[src/rtl/uart_tx_arbiter.sv]
`default_nettype none
// uart_tx_arbiter: round-robin sharing of one UART transmitter among NUM_REQ requesters,
// dropping a frame (with an error pulse) if the transmitter never starts it.
module uart_tx_arbiter #(
  parameter int NUM_REQ = 4,
  parameter int DATA_W  = 8,
  parameter int TIMEOUT = 16
) (
  input  logic                       i_clk,
  input  logic                       i_rst_n,
  input  logic [NUM_REQ-1:0]         i_req_valid,
  input  logic [NUM_REQ*DATA_W-1:0]  i_req_data,
  output logic [NUM_REQ-1:0]         o_req_ready,
  output logic [DATA_W-1:0]          o_tx_data,
  output logic                       o_tx_valid,
  input  logic                       i_tx_busy,
  output logic [$clog2(NUM_REQ)-1:0] o_grant_id,
  output logic                       o_active,
  output logic                       o_err
);

  localparam int GW = $clog2(NUM_REQ);

  typedef enum logic [1:0] {
    IDLE       = 2'd0,
    LOAD       = 2'd1,
    WAIT_START = 2'd2,
    WAIT_END   = 2'd3
  } state_t;

  state_t            state;
  logic [GW-1:0]     last_grant;
  logic [GW-1:0]     winner;
  logic [7:0]        cnt;
  logic              grant;
  logic [DATA_W-1:0] payload [NUM_REQ];

  for (genvar k = 0; k < NUM_REQ; k++) begin : g_unpack
    assign payload[k] = i_req_data[k*DATA_W +: DATA_W];
  end

  // Walk from farthest to nearest so the requester right after last_grant wins.
  always_comb begin
    winner = last_grant;
    for (int i = NUM_REQ; i >= 1; i--) begin
      if (i_req_valid[GW'((int'(last_grant) + i) % NUM_REQ)]) begin
        winner = GW'((int'(last_grant) + i) % NUM_REQ);
      end
    end
  end

  assign grant = i_rst_n && (state == IDLE) && !i_tx_busy && (|i_req_valid);

  always_comb begin
    o_req_ready = '0;
    if (grant) begin
      o_req_ready[winner] = 1'b1;
    end
  end

  assign o_tx_valid = (state == LOAD);
  assign o_active   = (state != IDLE);

  always_ff @(posedge i_clk or negedge i_rst_n) begin
    if (!i_rst_n) begin
      state      <= IDLE;
      last_grant <= GW'(NUM_REQ - 1);
      o_grant_id <= '0;
      o_tx_data  <= '0;
      cnt        <= '0;
      o_err      <= 1'b0;
    end else begin
      o_err <= 1'b0;
      case (state)
        IDLE: begin
          if (grant) begin
            o_tx_data  <= payload[winner];
            last_grant <= winner;
            o_grant_id <= winner;
            state      <= LOAD;
          end
        end
        LOAD: begin
          cnt   <= '0;
          state <= WAIT_START;
        end
        WAIT_START: begin
          if (i_tx_busy) begin
            state <= WAIT_END;
          end else if (cnt == 8'(TIMEOUT - 1)) begin
            // Transmitter never picked the frame up: drop it, keep last_grant.
            o_err <= 1'b1;
            cnt   <= '0;
            state <= IDLE;
          end else begin
            cnt <= cnt + 8'd1;
          end
        end
        WAIT_END: begin
          if (!i_tx_busy) begin
            state <= IDLE;
          end
        end
        default: state <= IDLE;
      endcase
    end
  end

endmodule
`default_nettype wire

[config.mk]
export PLATFORM = sky130hd
export DESIGN_NAME = uart_tx_arbiter
export DESIGN_NICKNAME = d
export VERILOG_FILES = /design/src/rtl/uart_tx_arbiter.sv
export SDC_FILE = /design/constraint.sdc
export NUM_CORES = 1
export LEC_CHECK = 0
export BUFFER_PORTS_ARGS = -buffer_cell sky130_fd_sc_hd__buf_2
export CORE_MARGIN = 3
export CORE_UTILIZATION = 53
export DETAILED_ROUTE_END_ITERATION = 8
export GPL_ROUTABILITY_DRIVEN = 1
export HOLD_SLACK_MARGIN = 0.02
export PLACE_DENSITY = 0.93
export SLEW_MARGIN = 20
export SYNTH_ARGS = -nofsm -noshare
export SYNTH_HDL_FRONTEND = slang
export SYNTH_SLANG_ARGS = --single-unit
[constraint.sdc]
create_clock -name i_clk -period 4.3 [get_ports i_clk]
set_clock_uncertainty 0.2 [all_clocks]
set_input_delay 0.86 -clock i_clk [delete_from_list [all_inputs] [get_ports i_clk]]
set_output_delay 0.86 -clock i_clk [all_outputs]
set_load 0.005 [all_outputs]
# Yosys cells after proc, flatten, opt, wreduce, memory -nomap -nowiden
# Index checks and enable logic that the tools add are counted.
# totals
reg_bits	23
in_bits	39
out_inout_bits	17
# classes
addsub	5
magnitude_cmp	7
eq_ne	8
n_mux	33
bitwise	1
reduce_logical	12
# ops
cell	count
$mux W8	4
$bmux W8 S2	1
$lt A2 B4 Y1 const B	4
$mux W2	8
$pmux W8 S2	1
$mux W1	12
$add A8 B1 Y8 const B	1
$bmux W1 S2	4
$eq A8 B4 Y1 const B	1
$pmux W2 S4	1
$ne A2 B2 Y1 const B	3
$add A2 B1 Y2 const B	2
$add A2 B2 Y2 const B	2
$eq A2 B2 Y1 const B	2
$logic_and A1 B1 Y1	4
$mux W4	1
$reduce_and A2 Y1	2
$reduce_bool A2 Y1	2
$reduce_or A4 Y1	1
$ge A3 B3 Y1 const B	1
$lt A2 B3 Y1 const B	1
$ne A3 B3 Y1 const B	1
$not A2 Y3	1
$reduce_and A3 Y1	1
other kinds (5)	5

# Logic depth before layout (Yosys ltp)
# Gate-level depths: netlist of run 1.
# depth
word_depth	13
depth_mapped	7
mapped_depth_nobuf	6

# Least setup slack after synthesis of run 1
# OpenSTA, ideal clock, no wires.
# synth_path
path_type	input -> output
startpoint	input i_req_valid[3]
endpoint	output o_req_ready[1]
t_arrival_ps	1936
required_time_ps	3240
slack_ps	1304
cell_stages	6
n_path_buf	2
cell_sequence	nor2b_2 -> o21a_1 -> buf_6 -> nor3_4 -> buf_6 -> and2b_2
# synth_between
elab_chain_cells	12
word_cells_on_any_way	24
classes_between	order compare (2); mux (19); reduce/logical (3)
# synth_lines
element	line	text
start, declared	11	input logic [NUM_REQ-1:0] i_req_valid,
$bmux W1 S2	46	if (i_req_valid[GW'((int'(last_grant) + i) % NUM_REQ)]) begin
$mux W1 (implied by the code) (2 in series)	46	
$mux W2 (4 in series)	46	
$lt A2 B3 Y1 (implied by the code) or $ge A2 B1 Y1 (tied branches)	57	o_req_ready[winner] = 1'b1;
$logic_and A1 B1 Y1 (implied by the code)	57	
$mux W1 (implied by the code)	57	
$demux W1 S2	57	
$mux W4 (*)	56	if (grant) begin
end, declared	13	output logic [NUM_REQ-1:0] o_req_ready,
# Mark *: on every way between the ends. The rest lies on a longest branch, timed or not. The select of a mux whose other input is x is not followed.

# Worst setup path in the final report of run 1
# layout_path
startpoint	input i_req_valid[3]
endpoint	output o_req_ready[0]
# Same word-level chain as after synthesis.

==> results of run 1 <==
critical path, cell delays in order:
cell and delay (ns):
buf_2 0.12, nor2b_2 0.16, o21a_1 0.33, nor3_4 0.43, buf_4 0.22, and2_2 0.13, buf_2 0.10
worst paths after layout:
check,from,to,slack [ns]
setup / recovery,i_req_valid[3],o_req_ready[0],0.88
hold / removal,o_grant_id[1],o_grant_id[1],0.31
setup reg to reg,last_grant[0],o_tx_data[0],2.01
hold reg to reg,o_grant_id[1],o_grant_id[1],0.31
max in group asynchronous,i_rst_n,last_grant[0],3.26
min in group asynchronous,i_rst_n,cnt[7],0.35
metrics by stage:
step,power [mW],hold WS (ns),util [%],cells,area [sq um]
2_1_floorplan,0.686,0.270,-,153,1550
3_3_place_gp,0.790,0.268,69.5,236,1820
3_5_place_dp,0.806,0.280,69.5,236,1820
4_1_cts,0.908,0.311,70.5,240,1840
5_1_grt,0.985,0.335,70.5,240,1840
6_report,0.902,0.305,70.5,240,1840
cells in the final DEF (no fill, tap or decap), types with 2 or more instances in the layout:
cell type / synthesis / final
o21ai_1: 9 / 9
dfrtp_1: 21 / 21
nand3_1: 4 / 4
a21oi_1: 3 / 3
o31a_2: 5 / 5
nor3_1: 2 / 2
xor2_1: 2 / 2
inv_1: 3 / 3
mux2_1: 3 / 3
dfstp_2: 2 / 2
and4_1: 5 / 5
nor4_1: 3 / 3
clkbuf_4: 0 / 3
o221a_1: 3 / 3
and3_1: 4 / 4
o21ai_0: 7 / 7
buf_4: 0 / 3
buf_2: 0 / 55
nor2b_1: 3 / 3
nand3b_1: 2 / 2
o211ai_2: 5 / 5
nor2_1: 12 / 12
nand2_1: 18 / 18
mux2i_1: 5 / 5
a31oi_1: 4 / 4
power by group through the flow:
stage | Combinational (mW) | Sequential [mW] | Clock (mW)
2_1_floorplan | 0.324 | 0.362 | 0
3_3_place_gp | 0.424 | 0.366 | 0
3_5_place_dp | 0.436 | 0.370 | 0
4_1_cts | 0.437 | 0.366 | 0.105
5_1_grt | 0.491 | 0.379 | 0.115
6_report | 0.435 | 0.365 | 0.102
logic make-up (layout without fill, tap and decap cells):
group / Yosys count / count (layout) / synth area share (%)
simple gates: 66 / 66 / 26.2
compound gates: 44 / 44 / 23.5
flops: 23 / 23 / 37.4
mux: 8 / 8 / 5.43
buf+inv: 8 / 65 / 4.94
xor+xnor: 3 / 3 / 1.70
fa+ha+maj: 1 / 1 / 0.810
per-layer routing:
layer	global-route usage [%]	wire length [um]	share of wire, %	vias to the layer above
met1	27.9	1490	40	665
met5	0	0	0	-
met4	8.86	68	1.8	0
met3	3.67	324	8.7	8
li1	-	-	-	691
met2	38.9	1850	50	68
cells in the mapped netlist, drive strengths merged (3+ instances only):
library cell,number
dfrtp,21
nand2,18
o21ai,17
nor2,12
and4,5
buf,5
mux2i,5
o211ai,5
o31a,5
a31oi,4
and3,4
nand3,4
nor2b,4
nor4,4
a21oi,3
inv,3
mux2,3
nor3,3
o221a,3
layout make-up:
type,instances,area [sq um],share of cell area [%]
tap,30,37.5,2.04
clock buffer,3,22.5,1.22
timing repair buffer,58,298,16.2
sequential,23,578,31.4
inverter,3,11.3,0.611
multi-input combinational,122,891,48.3
clock inverter,1,5.00,0.272
registers in the layout, summed over array words and instances (netlist names):
register	cells
o_err	1
state	2
last_grant	2
o_tx_data	8
o_grant_id	2
cnt	8
==> out/qor.yml, run 1 <==
outcome:
  status: "completed"
routing:
  drt-pass1-iter-count: 4
  ant_nets: 0
  drt-initial-drc-count: 80
  num_vias: 1432
  routed_wl_um: 3730
  drc_errors: 0
  vias_per_cell: 5.97
  wire_per_inst_um: 15.5
floorplan:
  initial_core_util_pct: 59.1
  die-width_um: 60.0
  die_y_um: 60.0
  coreArea_sq_um: 2610
  die_area_sq_um: 3600
  rows: 18
  num_io_pins: 56
placed_design:
  portBuffers: 55
  dp_hpwl_um: 2900
  gp_congestion: 0.831
  post-place-ws_ns: 0.890
critical_path:
  reg2reg_depth: 5
  critPathArrivalTime_ns: 2.36
  criticalPathCategory: "input pin to output port"
  critPathRequiredTime_ns: 3.24
  worstSetupEndpointType: "output port"
  crit_fanout: 10
  start_kind: "input pin"
logic_synthesis:
  syn_inst: 153
  syn_area_sq_um: 1550
  synth_area_leaders: "dfrtp_1 34%, nand2_1 4.4%, o211ai_2 4.0%"
  synth_warnings: 0
  synth-edff-count: 0
  synth-seq-area-share_pct: 37.4
  synth_top_cell_by_area: "dfrtp_1"
  synth.net_count: 193
  yosysTopAreaCellShare_pct: 34.0
  ys_types: 47
  syn_avg_cell_area_sq_um: 10.1
  synthFlopType: "dfrtp_1"
  async_flop_share_pct: 100
  synth_seq_cells: 23
global_routing:
  grt_pass1_vias: 1426
  grt_max_degree: 24
  antenna_found_initial: 0
  track_usage_pct: 22.6
  grt_overflow: 0
  grt_pass1_wl_um: 6200
cells_and_area:
  num_antenna_cells: 0
  n_fill_cell: 211
  fin_nets: 251
  syn_to_final_growth_pct: 19.3
  drive_gt1_share_pct: 42.4
timing:
  slew_headroom_pct: 63.1
  rsz0062_at_grt: "false"
  worst_slack_ns: 0.881
  min_period_ns: 3.42
  timing.fmax_mhz: 292
  fin_setup_tns_ns: 0
  tightest_slew_ns: 0.552
  timing.final.crit_share_pct: 79.5
  setup_viol: 0
  hold_viol_final: 0
  finalMaxSlewViolations: 0
power_and_ir_drop:
  power.switching_mw: 0.360
  powerDensity_nw_per_um2: 489
  power_frac_comb_pct: 48.2
  netSwitchingFraction_pct: 40.0
  seqPwrFrac_pct: 40.5
  clkPwrFrac_pct: 11.3
  p_leak_nw: 0.906
  internal_power_mw: 0.541
  irDropWorstVdd_uv: 352
clock_tree:
  clock_path_buffers: 2
  clkLatencyLatePin_ns: 0.31
  hold_buffers: 0
  cts-resized-gates: 0
  cts.clk_slew.worst_paths_ns: 0.14
  ctsHtreeMaxLevel: 1
  cts_root_buf: "clkbuf_4"
  numCtsBuffers: 3
  post_cts.repair.setup_buffers: 0
  cts_sinks: 23
  cts_tree: "done"
min_path:
  hold_path_class: "flip-flop to flip-flop"
  min_path_cells: 2
flow_run:
  cap_violations: 0
(Power assumes the default switching activity.)
==> run 2: changes to the inputs <==
--- a/config.mk
+++ b/config.mk
@@ -5,13 +5,14 @@
 export SDC_FILE = /design/constraint.sdc
 export NUM_CORES = 1
 export LEC_CHECK = 0
+export ABC_AREA = 1
 export BUFFER_PORTS_ARGS = -buffer_cell sky130_fd_sc_hd__buf_2
 export CORE_MARGIN = 3
-export CORE_UTILIZATION = 53
+export CORE_UTILIZATION = 46
 export DETAILED_ROUTE_END_ITERATION = 8
 export GPL_ROUTABILITY_DRIVEN = 1
 export HOLD_SLACK_MARGIN = 0.02
-export PLACE_DENSITY = 0.93
+export PLACE_DENSITY = 0.84
 export SLEW_MARGIN = 20
 export SYNTH_ARGS = -nofsm -noshare
 export SYNTH_HDL_FRONTEND = slang
==> constraint.sdc (replaced) <==
create_clock -name i_clk -period 3 [get_ports i_clk]
set_clock_uncertainty 0.2 [all_clocks]
set_input_delay 0.6 -clock i_clk [delete_from_list [all_inputs] [get_ports i_clk]]
set_output_delay 0.6 -clock i_clk [all_outputs]
set_load 0.005 [all_outputs]
==> out/qor.yml, run 2 <==
global_routing:
  grt_pass1_wl_um: 6760
  track_usage_pct: 18.7
  grt_max_degree: 24
  antenna_found_initial: 0
  grt_pass1_vias: 1612
  grt_overflow: 0
power_and_ir_drop:
  p_leak_nw: 1.23
  total_power_mw: 2.34
  powerDensity_nw_per_um2: 1100
  irDropWorstVdd_uv: 518
clock_tree:
  cts_root_buf: "clkbuf_8"
  clkLatencyLatePin_ns: 0.26
  numCtsBuffers: 3
  clock_path_buffers: 2
  cts_sinks: 23
  cts_tree: "done"
  ctsHtreeMaxLevel: 1
  hold_buffers: 0
  cts.clk_slew.worst_paths_ns: 0.07
critical_path:
  crit_fanout: 17
  critPathRequiredTime_ns: 2.20
  cp_slowest_cell: "dfstp_2"
  cpMostUsedCell: "nand2_2"
  reg2reg_depth: 13
  start_kind: "flip-flop"
  critPathArrivalTime_ns: 2.09
  path_cells: "buf_4 > nand2_1 > nand2_2 > nand2_2 > nand2_2 > inv_4 > nand3_4 > nand2_8 > nor3_4 > buf_2"
  max_stage_delay_ns: 0.64
  worstSetupEndpointType: "output port"
  criticalPathCategory: "flip-flop to output port"
logic_synthesis:
  synth_area_leaders: "dfrtp_1 31%, nand2_1 17%, nand3_1 9.9%"
  synth_common_cells: "80 x nand2_1, 35 x inv_1, 34 x nand3_1"
  syn_avg_cell_area_sq_um: 6.94
  synth-simple-area-share_pct: 45.6
  synth_top_cell_by_area: "dfrtp_1"
  yosysTopAreaCellShare_pct: 30.5
  synth_warnings: 0
  synth.net_count: 288
  ys_types: 28
  synth-seq-area-share_pct: 33.6
  syn_area_sq_um: 1720
  muxShareOfSynthArea_pct: 0
  synth_seq_cells: 23
  async_flop_share_pct: 100
  yosys.area_share.adder_pct: 0.727
  synth_compound_area_share_pct: 4.58
  syn_inst: 248
  synth_top_family_by_area: "simple AND/OR/NAND/NOR gates"
  synth-edff-count: 0
  synthFlopType: "dfrtp_1"
  synth-xor-area-share_pct: 2.54
  yosysMostFrequentCell: "nand2_1"
timing:
  hold_viol_final: 0
  min_period_ns: 2.89
  fin_setup_tns_ns: 0
  tightest_slew_ns: 0.405
  rsz0062_at_grt: "true"
  timing.fmax_mhz: 345
  slew_headroom_pct: 73.0
  setup_viol: 0
  finalMaxSlewViolations: 0
  timing.final.crit_share_pct: 96.5
routing:
  wire_per_inst_um: 11.7
  vias_per_cell: 4.86
  drt-pass1-iter-count: 4
  routed_wl_um: 4110
  top_layer: "met4"
  ant_nets: 0
  drc_errors: 0
  drt-initial-drc-count: 121
  num_vias: 1709
  wl_met3_um: 223
  m1WireLength_um: 1820
  wl_met2_um: 2040
outcome:
  status: "completed"
flow_run:
  cap_violations: 0
min_path:
  hold_path_class: "input pin to asynchronous set/reset pin"
cells_and_area:
  final_util_pct: 61.1
  fin_nets: 347
  num_antenna_cells: 0
  n_fill_cell: 316
  syn_to_final_growth_pct: 23.1
  largestRegisters: "cnt x8, o_tx_data x8"
  final_common_cell: "nand2_1"
  most-common-layout-cells: "78 x nand2_1, 55 x buf_2, 34 x inv_1, 34 x nand3_1, 21 x dfrtp_1"
  drive_gt1_share_pct: 34.3
floorplan:
  coreArea_sq_um: 3470
  initial_core_util_pct: 49.6
  die-width_um: 67.2
  num_io_pins: 56
  rows: 21
  die_y_um: 67.2
  die_area_sq_um: 4510
placed_design:
  gp_congestion: 0.931
  dp_hpwl_um: 3210
  portBuffers: 55
## run 2: cells by family (layout without fill, tap and decap cells)
logic type / after synthesis / after routing
xor gates and xnor gates: 5 / 5
DFF: 23 / 23
adders and majority gates: 1 / 1
AOI/OAI and AO/OA: 14 / 14
and+or+nand+nor: 158 / 158
buffers and inverters: 47 / 105
## run 2: through the flow
| step | cells | worst slack, ns | hold WS [ns] | cell area [sq um] |
|---|---|---|---|---|
| floorplan | 248 | 0.626 | 0.104 | 1720 |
| global placement | 344 | 0.345 | 0.262 | 2010 |
| detailed placement | 344 | 0.291 | 0.266 | 2010 |
| CTS | 348 | 0.00834 | 0.155 | 2060 |
| global route | 352 | -0.0220 | 0.168 | 2120 |
| finish | 352 | 0.106 | 0.150 | 2120 |
## run 2: repair_timing
action                     4_1_cts  5_1_grt
setup endpoints to repair        0        4
gates resized for setup          0        9
setup buffers                    0        4
hold endpoints to repair         0        0
## run 2: metal layers
metal	track usage [%]	vias up
li1	-	892
met1	23.9	763
met2	33.7	51
met3	1.83	3
met4	4.30	0
met5	0	-
## run 2: report_power, final
group	switching, mW	internal [mW]	leakage [nW]
Clock	0.0897	0.0946	0.0228
Combinational	1.05	0.596	0.913
Sequential	0.0831	0.425	0.295
## run 2: final cells by class
class | count | area (sq um) | share of cell area (%)
Timing Repair Buffer | 62 | 328 | 15.5
Multi-Input combinational cell | 178 | 951 | 44.9
Clock buffer | 4 | 45.0 | 2.13
Inverter | 39 | 160 | 7.56
Sequential cell | 23 | 578 | 27.3
Tap cell | 46 | 57.6 | 2.72
## run 2: critical path: cells and delay by family, from the launching register on
kind                   cells  cell delay [ns]
buffers and inverters      3             0.36
DFF                        1             0.64
and+or+nand+nor            7             0.84
## run 2: path summary, 6_finish.rpt
path                             endpoint  slack, ns          start
max in group asynchronous   last_grant[0]       2.17        i_rst_n
min                                cnt[1]       0.15        i_rst_n
min reg2reg                 o_grant_id[0]       0.28  o_grant_id[0]
max reg2reg                  o_tx_data[3]       0.74  last_grant[0]
min in group i_clk          o_grant_id[0]       0.28  o_grant_id[0]
max                        o_req_ready[0]       0.11  last_grant[0]
==> run 3: changes to the inputs <==
--- a/config.mk
+++ b/config.mk
@@ -7,12 +7,14 @@
 export LEC_CHECK = 0
 export ABC_AREA = 1
 export BUFFER_PORTS_ARGS = -buffer_cell sky130_fd_sc_hd__buf_2
+export CELL_PAD_IN_SITES_DETAIL_PLACEMENT = 1
+export CELL_PAD_IN_SITES_GLOBAL_PLACEMENT = 2
 export CORE_MARGIN = 3
-export CORE_UTILIZATION = 46
+export CORE_UTILIZATION = 24
 export DETAILED_ROUTE_END_ITERATION = 8
 export GPL_ROUTABILITY_DRIVEN = 1
 export HOLD_SLACK_MARGIN = 0.02
-export PLACE_DENSITY = 0.84
+export PLACE_DENSITY = 0.83
 export SLEW_MARGIN = 20
 export SYNTH_ARGS = -nofsm -noshare
 export SYNTH_HDL_FRONTEND = slang
==> out/qor.yml, run 3 (synthesized netlist as in run 2, its figures left out) <==
timing:
  tightest_slew_ns: 0.400
  finalMaxSlewViolations: 0
  setup_viol: 0
  min_period_ns: 2.84
  timing.final.crit_share_pct: 94.7
  worst_slack_ns: 0.159
  timing.fmax_mhz: 352
  slew_headroom_pct: 73.3
  hold_viol_final: 0
cells_and_area:
  final_area_sq_um: 2180
  final_common_cell: "nand2_1"
  largestRegisters: "cnt x8, o_tx_data x8"
  syn_to_final_growth_pct: 26.8
  fin_nets: 349
  drive_gt1_share_pct: 34.7
  most-common-layout-cells: "78 x nand2_1, 55 x buf_2, 34 x inv_1, 34 x nand3_1, 21 x dfrtp_1"
  num_antenna_cells: 0
routing:
  ant_nets: 0
  num_vias: 1722
  drc_errors: 0
  vias_per_cell: 4.26
  routed_wl_um: 4860
  wire_per_inst_um: 12.0
  drt-initial-drc-count: 30
  drt-pass1-iter-count: 4
critical_path:
  worstSetupEndpointType: "output port"
  critPathTopFamily: "simple AND/OR/NAND/NOR gates"
  path_cells: "buf_4 > nand2_1 > nand2_2 > nand2_2 > nand2_2 > nand2_4 > nand2_4 > nand2_8 > nand2_8 > nand2_2 > nor2_1 > buf_2"
  cpMostUsedCell: "nand2_2"
  criticalPathCategory: "flip-flop to output port"
  cp_slowest_cell: "dfstp_2"
  crit_fanout: 17
  critPathArrivalTime_ns: 2.04
  critPathRequiredTime_ns: 2.20
  path_buf_inv: 2
  ff2ff_setup_slack_ns: 0.79
  start_kind: "flip-flop"
  max_stage_delay_ns: 0.65
clock_tree:
  cts_root_buf: "clkbuf_8"
  cts_tree: "done"
  cts_sinks: 23
  ctsHtreeMaxLevel: 1
  cts.clk_slew.worst_paths_ns: 0.08
  clock_path_buffers: 2
  clkLatencyLatePin_ns: 0.27
  numCtsBuffers: 3
global_routing:
  grt_pass1_wl_um: 8490
  grt_pass1_vias: 1780
  grt_max_degree: 24
  grt_overflow: 0
  track_usage_pct: 12.2
  antenna_found_initial: 0
power_and_ir_drop:
  irDropWorstVdd_uv: 283
  powerDensity_nw_per_um2: 1080
  p_leak_nw: 1.24
floorplan:
  die-width_um: 90.7
  die_area_sq_um: 8230
  initial_core_util_pct: 25.1
  rows: 30
  die_y_um: 90.7
  num_io_pins: 56
  coreArea_sq_um: 6870
min_path:
  hold_path_class: "input pin to asynchronous set/reset pin"
flow_run:
  cap_violations: 0
placed_design:
  gp_congestion: 0.780
  dp_hpwl_um: 4000
  post-place-ws_ns: 0.185
  place_area_sq_um: 2070
  portBuffers: 55
outcome:
  status: "completed"
==> run 3: cell count changes in the layout (fill, tap and decap cells not counted) <==
cell	previous run	this run
buf_4	7	9
clkbuf_1	1	0
clkinv_2	0	1
clkinvlp_4	1	0
inv_2	2	3
nor3_1	1	2
nor3_4	1	0
==> run 3: metal layers <==
layer | GRT usage [%] | part of all wire, %
met2 | 20.4 | 47
met4 | 2.68 | 0.97
met1 | 16.0 | 46
met3 | 2.67 | 6.6
met5 | 0 | 0
==> run 3: what timing repair did <==
| item | in CTS | in global routing |
|---|---|---|
| setup endpoints to repair | 3 | 4 |
| pin swaps | 0 | 2 |
| buffers inserted | 2 | 4 |
| resized for setup | 1 | 4 |
| hold buffers | 0 | 0 |
==> run 3: worst paths after layout <==
kind / from / endpoint / cells after the start
hold reg to reg: o_tx_data[7] / o_tx_data[7] / 2
hold / removal: i_rst_n / cnt[5] / 2
min in group i_clk: o_tx_data[7] / o_tx_data[7] / 2
setup reg to reg: last_grant[0] / o_tx_data[4] / 15
setup / recovery: last_grant[0] / o_req_ready[3] / 12
max in group asynchronous: i_rst_n / last_grant[0] / 2
==> run 3: layout make-up <==
class / instances / area, sq um
clock inverters: 1 / 5.00
multi-input cells: 178 / 940
inverters: 39 / 156
well taps: 96 / 120
clock buffers: 3 / 41.3
fillers: 916 / 4690
repair buffers: 64 / 343
flip-flops and latches: 23 / 578
==> run 3: worst reg2reg max path, cell delays in order (launching register included) <==
cell and delay (ns):
dfstp_2 0.65, buf_4 0.15, nand2_1 0.06, nand2_2 0.08, nand2_2 0.06, nand2_2 0.08, nand2_4 0.07, nand2_4 0.09
nand2_8 0.10, nand2_8 0.12, buf_4 0.15, nand2_2 0.05, nand3_2 0.05, nand2_1 0.05, nand2_1 0.06, nand2_1 0.06
==> run 3: stage by stage <==
stage	TNS [ns]	power [mW]	cells	util (%)	hold WS, ns
6_report	0	2.36	404	31.8	0.123
5_1_grt	-0.00386	2.63	404	31.8	0.149
4_1_cts	0	2.28	400	31.1	0.133
3_5_place_dp	0	2.06	394	30.2	0.268
3_3_place_gp	0	2.04	394	30.2	0.262
2_1_floorplan	0	1.77	248	-	0.104
==> run 3: power by group <==
| part | switching (mW) | total [mW] | leakage [nW] | internal (mW) |
|---|---|---|---|---|
| Clock | 0.0993 | 0.192 | 0.0255 | 0.0928 |
| Combinational | 1.04 | 1.66 | 0.921 | 0.617 |
| Sequential | 0.0861 | 0.511 | 0.295 | 0.425 |
| Total | 1.23 | 2.36 | 1.24 | 1.13 |
